File: src/rtl/bsg_manycore_pkg.sv
// Shared types for the manycore run sequencer: run-state encoding and the
// timestamped print_stat entry.
`define DECLARE_BSG_MANYCORE_STAT_ENTRY_S(tag_width_mp, cycle_width_mp) \
  typedef struct packed { \
    logic [tag_width_mp-1:0]   tag; \
    logic [cycle_width_mp-1:0] cycle; \
  } bsg_manycore_stat_entry_s

package bsg_manycore_pkg;

  typedef enum logic [2:0] {
    eReset      = 3'd0,
    eTagWait    = 3'd1,
    eRstRelease = 3'd2,
    eLoad       = 3'd3,
    eRun        = 3'd4,
    eDone       = 3'd5,
    eTimeout    = 3'd6
  } bsg_manycore_run_state_e;

  // LOAD and RUN together form the run phase: counting, stats and finish apply.
  function automatic logic bsg_manycore_run_active(input bsg_manycore_run_state_e s);
    return (s == eLoad) || (s == eRun);
  endfunction

endpackage

File: src/rtl/bsg_fifo_1r1w_small.sv
// Small register-based FIFO with valid/ready enqueue and valid/yumi dequeue.
// els_p must be a power of two; pointers carry one wrap bit to tell full from empty.
module bsg_fifo_1r1w_small #(
  parameter int width_p = 8,
  parameter int els_p   = 4
) (
  input  logic               clk_i,
  input  logic               reset_i,
  input  logic               v_i,
  output logic               ready_o,
  input  logic [width_p-1:0] data_i,
  output logic               v_o,
  output logic [width_p-1:0] data_o,
  input  logic               yumi_i
);
  localparam int ptr_width_lp = $clog2(els_p);

  logic [width_p-1:0]    mem_q [els_p];
  logic [ptr_width_lp:0] wptr_q, rptr_q;
  logic                  full, empty;

  assign empty   = (wptr_q == rptr_q);
  assign full    = (wptr_q[ptr_width_lp] != rptr_q[ptr_width_lp])
                && (wptr_q[ptr_width_lp-1:0] == rptr_q[ptr_width_lp-1:0]);
  assign ready_o = ~full;
  assign v_o     = ~empty;
  assign data_o  = mem_q[rptr_q[ptr_width_lp-1:0]];

  always_ff @(posedge clk_i or posedge reset_i) begin
    if (reset_i) begin
      wptr_q <= '0;
      rptr_q <= '0;
    end else begin
      if (v_i)    wptr_q <= wptr_q + 1'b1;
      if (yumi_i) rptr_q <= rptr_q + 1'b1;
    end
  end

  always_ff @(posedge clk_i) begin
    if (v_i) mem_q[wptr_q[ptr_width_lp-1:0]] <= data_i;
  end
endmodule

File: src/rtl/bsg_manycore_run_sequencer.sv
// Sequences a manycore run: tag wait, delayed core reset release, load, run,
// then finish or watchdog timeout; timestamps print_stat events into a FIFO.
module bsg_manycore_run_sequencer
  import bsg_manycore_pkg::*;
#(
  parameter int reset_depth_p   = 3,
  parameter int data_width_p    = 32,
  parameter int timeout_width_p = 32,
  parameter int stat_els_p      = 4
) (
  input  logic                       clk_i,
  input  logic                       reset_i,
  input  logic                       tag_done_i,
  input  logic                       loader_done_i,
  input  logic                       finish_v_i,
  input  logic [data_width_p-1:0]    finish_id_i,
  input  logic                       print_stat_v_i,
  input  logic [data_width_p-1:0]    print_stat_tag_i,
  input  logic [timeout_width_p-1:0] timeout_cycles_i,
  output logic                       core_reset_o,
  output logic                       loader_en_o,
  output logic [2:0]                 state_o,
  output logic [timeout_width_p-1:0] cycle_ctr_o,
  output logic                       stat_v_o,
  output logic [data_width_p-1:0]    stat_tag_o,
  output logic [timeout_width_p-1:0] stat_cycle_o,
  input  logic                       stat_yumi_i,
  output logic                       stat_overflow_o,
  output logic                       done_o,
  output logic                       timeout_o,
  output logic [data_width_p-1:0]    finish_id_o
);
  localparam int dcnt_width_lp = (reset_depth_p > 1) ? $clog2(reset_depth_p) : 1;
  localparam logic [dcnt_width_lp-1:0] dcnt_init_lp = dcnt_width_lp'(reset_depth_p - 1);

  `DECLARE_BSG_MANYCORE_STAT_ENTRY_S(data_width_p, timeout_width_p);

  bsg_manycore_run_state_e    state_q, state_d;
  logic [dcnt_width_lp-1:0]   dcnt_q, dcnt_d;
  logic [timeout_width_p-1:0] cycle_ctr_q, cycle_ctr_d;
  logic [data_width_p-1:0]    finish_id_q, finish_id_d;
  logic                       overflow_q, overflow_d;
  logic                       active, fifo_ready, fifo_v, enq, deq;
  bsg_manycore_stat_entry_s   enq_entry, head_entry;

  assign active = bsg_manycore_run_active(state_q);

  // Finish outranks the watchdog, which outranks the loader handshake.
  always_comb begin
    state_d     = state_q;
    dcnt_d      = dcnt_q;
    cycle_ctr_d = cycle_ctr_q;
    finish_id_d = finish_id_q;
    case (state_q)
      eReset:   state_d = eTagWait;
      eTagWait: begin
        if (tag_done_i) begin
          state_d = eRstRelease;
          dcnt_d  = dcnt_init_lp;
        end
      end
      eRstRelease: begin
        if (!tag_done_i) begin
          state_d = eTagWait;
        end else if (dcnt_q == '0) begin
          state_d     = eLoad;
          cycle_ctr_d = '0;
        end else begin
          dcnt_d = dcnt_q - 1'b1;
        end
      end
      eLoad, eRun: begin
        if (cycle_ctr_q != '1) cycle_ctr_d = cycle_ctr_q + 1'b1;
        if (finish_v_i) begin
          state_d     = eDone;
          finish_id_d = finish_id_i;
        end else if ((timeout_cycles_i != '0) && (cycle_ctr_q == timeout_cycles_i)) begin
          state_d = eTimeout;
        end else if ((state_q == eLoad) && loader_done_i) begin
          state_d = eRun;
        end
      end
      default: ;
    endcase
  end

  always_ff @(posedge clk_i or posedge reset_i) begin
    if (reset_i) begin
      state_q     <= eReset;
      dcnt_q      <= '0;
      cycle_ctr_q <= '0;
      finish_id_q <= '0;
      overflow_q  <= 1'b0;
    end else begin
      state_q     <= state_d;
      dcnt_q      <= dcnt_d;
      cycle_ctr_q <= cycle_ctr_d;
      finish_id_q <= finish_id_d;
      overflow_q  <= overflow_d;
    end
  end

  // Fullness is sampled before any same-cycle dequeue frees a slot.
  assign enq        = active & print_stat_v_i & fifo_ready;
  assign deq        = stat_yumi_i & fifo_v & (state_q != eReset);
  assign overflow_d = overflow_q | (active & print_stat_v_i & ~fifo_ready);
  assign enq_entry  = '{tag: print_stat_tag_i, cycle: cycle_ctr_q};

  bsg_fifo_1r1w_small #(
    .width_p (data_width_p + timeout_width_p),
    .els_p   (stat_els_p)
  ) stat_fifo (
    .clk_i   (clk_i),
    .reset_i (reset_i),
    .v_i     (enq),
    .ready_o (fifo_ready),
    .data_i  (enq_entry),
    .v_o     (fifo_v),
    .data_o  (head_entry),
    .yumi_i  (deq)
  );

  assign state_o         = state_q;
  assign core_reset_o    = (state_q == eReset) || (state_q == eTagWait) || (state_q == eRstRelease);
  assign loader_en_o     = (state_q == eLoad);
  assign cycle_ctr_o     = cycle_ctr_q;
  assign stat_v_o        = fifo_v;
  assign stat_tag_o      = head_entry.tag;
  assign stat_cycle_o    = head_entry.cycle;
  assign stat_overflow_o = overflow_q;
  assign done_o          = (state_q == eDone);
  assign timeout_o       = (state_q == eTimeout);
  assign finish_id_o     = finish_id_q;
endmodule

File: config.mk
export PLATFORM = sky130hd
export DESIGN_NAME = bsg_manycore_run_sequencer
export DESIGN_NICKNAME = d
export VERILOG_FILES = /design/src/rtl/bsg_manycore_pkg.sv /design/src/rtl/bsg_fifo_1r1w_small.sv /design/src/rtl/bsg_manycore_run_sequencer.sv
export SDC_FILE = /design/constraint.sdc
export NUM_CORES = 1
export LEC_CHECK = 0
export CAP_MARGIN = 20
export CORE_MARGIN = 10
export CORE_UTILIZATION = 53
export CTS_CLUSTER_SIZE = 10
export DETAILED_ROUTE_END_ITERATION = 12
export PLACE_DENSITY = 0.87
export SKIP_CTS_REPAIR_TIMING = 1
export SYNTH_ARGS = -nofsm -noshare
export SYNTH_HDL_FRONTEND = slang
export SYNTH_HIERARCHICAL = 1
export SYNTH_SLANG_ARGS = --single-unit
export TNS_END_PERCENT = 5
File: constraint.sdc
create_clock -name clk_i -period 4.6 [get_ports clk_i]
set_input_delay 1.38 -clock clk_i [delete_from_list [all_inputs] [get_ports clk_i]]
set_output_delay 1.38 -clock clk_i [all_outputs]
set_load 0.02 [all_outputs]
==> impl_metrics.json <==
{
  "status": "finished, final reports clean",
  "internal-power_w": 0.006726,
  "finalCritPeriodShare_pct": 88.34,
  "startpoint": "stat_fifo/rptr_q[1]",
  "viasPerCell": 5.858,
  "area_growth_pct": 28.62,
  "overflow": 0,
  "cts_root_buffer": "clkbuf_16",
  "fin_nets": 1118,
  "syn_area_per_cell_um2": 18.05,
  "drt-total-wl_um": 32380,
  "cts_tree": "built",
  "clk_path_buf_depth": 3,
  "finalSetupViolations": 0,
  "first_global_vias": 8345,
  "clkPwrFrac_pct": 28.3,
  "rr_startpoint": "stat_fifo/rptr_q[1]",
  "yosys_warnings": 6,
  "cts.clk_slew.worst_paths_ns": 0.05,
  "cp_max_fo": 67,
  "switching_power_w": 0.002759,
  "vias": 7920,
  "p_comb_share_pct": 30.3,
  "numCtsBuffers": 39,
  "die_h_um": 179.6,
  "swShare_pct": 29.09,
  "syn_nets": 858,
  "end_kind": "primary output",
  "crit_chain": "mux4_2 -> clkdlybuf4s50_1",
  "yosys_most_used_dff": "edfxtp_1",
  "power.leakage_nw": 5.762,
  "worstPathRequired_ns": 3.22,
  "worst_pin_slew_ns": 1.009,
  "mostFrequentLayoutCells": "edfxtp_1 (256), clkdlybuf4s50_1 (239), dfrtp_1 (74)",
  "antenna_found_initial": 0,
  "fp.dieW_um": 179.6,
  "clkLatencyLatePin_ns": 0.51,
  "min_from": "stat_fifo/wptr_q[2]",
  "drt_iter0_drc": 532,
  "wl_per_cell_um": 23.95,
  "startpoint_type": "flip-flop",
  "coreArea_um2": 25110,
  "seqPwrFrac_pct": 41.4,
  "ant_nets": 0,
  "fin_setup_tns_ns": 0,
  "grt_max_degree": 68,
  "fin_util_pct": 69.17,
  "whs_path_depth": 1,
  "dp_hpwl_um": 22180,
  "place_congestion": 0.8068,
  "syn_inst": 748,
  "ios": 240,
  "num_rows": 58,
  "synth_edf_count": 256,
  "crit_arrival_ns": 2.68,
  "dr.max_layer_used": "met4",
  "dieArea_um2": 32260,
  "route.met3.wl_um": 3025,
  "finClkSkew_ns": 0.01016,
  "drc_errors": 0,
  "cts_htree_levels": 2,
  "ir_worst_vdd_mv": 0.4279,
  "finalHoldViolCount": 0,
  "drt-pass1-iter-count": 5,
  "fin_total_pwr_w": 0.009485,
  "p_per_area_nw_per_um2": 546.1,
  "nFillCells": 1648,
  "grt_pass1_wl_um": 50220,
  "timing.hold.ws_ns": 0.5014,
  "crit_slowest_cell": "dfrtp_4",
  "n_antenna_cell": 0,
  "synth-seq-cells": 332,
  "hold_class": "flip-flop to flip-flop",
  "cap_violations": 0,
  "met1_length_um": 13120,
  "wl_met2_um": 15610,
  "rsz0062_at_grt": "false",
  "port_buffers": 239,
  "min_period_ns": 4.064,
  "slowest_delay_ns": 1.02,
  "grt_use_total_pct": 19.59,
  "ys_seq_area_share_pct": 71.02,
  "cts.sinks": 332,
  "r2r_cells": 5,
  "drive_above_1_share_pct": 17.12,
  "syn-cell-area_um2": 13500,
  "ys_types": 49,
  "synthArstFlopShare_pct": 22.89,
  "multi_input_area_um2": 3664,
  "worstSetupPathType": "flip-flop to primary output",
  "seq_area_um2": 9597,
  "relSlewSlack_pct": 32.75,
  "fmax_mhz": 246.1,
  "maxSlewViolCount": 0,
  "start_util_pct": 53.78,
  "final_common_cell": "edfxtp_1"
}
## final cells by class
cell class / instances / area share [%]
flip-flops and latches: 332 / 55.26
multi-input cells: 373 / 21.09
repair buffers: 255 / 14.75
clock buffers: 53 / 6.224
well taps: 330 / 2.377
inverters: 7 / 0.1513
clock inverters: 2 / 0.1441
## stage by stage
stage	worst slack, ns	instance area (um2)	std cells
global route	0.4524	17370	1352
detailed placement	1.044	16260	1297
CTS	0.4970	17370	1352
floorplan	0.8108	13500	748
global placement	1.091	16260	1297
finish	0.5363	17370	1352
## final timing paths
path	endpoint	slack [ns]
min in group asynchronous	stat_fifo/wptr_q[1]	1.18
setup reg to reg	stat_fifo/mem_q[0][62]	1.64
hold reg to reg	stat_fifo/wptr_q[2]	0.50
setup / recovery	stat_cycle_o[16]	0.54
hold / removal	stat_fifo/wptr_q[2]	0.50
max in group asynchronous	finish_id_o[9]	2.50
## sequential cells by signal (all words and copies together), names as in the netlist
| name | count |
|---|---|
| stat_fifo/wptr_q | 3 |
| stat_fifo/rptr_q | 3 |
| state_o | 3 |
| finish_id_o | 32 |
| cycle_ctr_o | 32 |
| stat_overflow_o | 1 |
| dcnt_q | 2 |
| stat_fifo/mem_q | 256 |
## synthesized netlist by cell type, types with 9 or more instances
library cell | count | area, um2
nand3_1 | 13 | 65.06
o21ai_0 | 11 | 55.05
dfrtp_1 | 76 | 1902
o31ai_1 | 10 | 75.07
nand4_1 | 17 | 106.4
nor4_1 | 13 | 81.33
nor2_1 | 21 | 78.83
xnor2_1 | 43 | 376.6
nand2_1 | 26 | 97.59
or4_1 | 9 | 67.56
mux4_2 | 64 | 1441
mux2_2 | 33 | 371.6
a21oi_1 | 22 | 110.1
edfxtp_1 | 256 | 7687
and3_1 | 14 | 87.58
buf_2 | 16 | 80.08
and2_1 | 10 | 62.56
## power groups by stage
stage,registers [W],logic [W],clock network [W]
2_1_floorplan,0.00396,0.00162,0
3_3_place_gp,0.00397,0.00288,0
3_5_place_dp,0.00399,0.00291,0
4_1_cts,0.00394,0.00293,0.00276
5_1_grt,0.00398,0.00307,0.00287
6_report,0.00393,0.00287,0.00268
## cell families after synthesis
group	Yosys count	synth area share, %
XOR/XNOR	46	2.984
buffers and inverters	43	1.928
AND/OR/NAND/NOR	154	6.607
multiplexers	101	13.72
AO/OA/AOI/OAI	65	3.095
adder cells (fa/ha/maj)	7	0.6486
flip-flops	332	71.02
## metal layers
layer	global-route usage (%)	vias up
li1	-	3495
met1	24.63	4005
met2	31.82	373
met3	6.827	47
met4	5.227	0
met5	0	-
## critical path: cells and delay by family, from the launching register on
| family | cells | cell delay, ns |
|---|---|---|
| buffers and inverters | 1 | 0.68 |
| flip-flops | 1 | 1.02 |
| multiplexers | 1 | 0.37 |
Power figures use the tool's default switching activity.
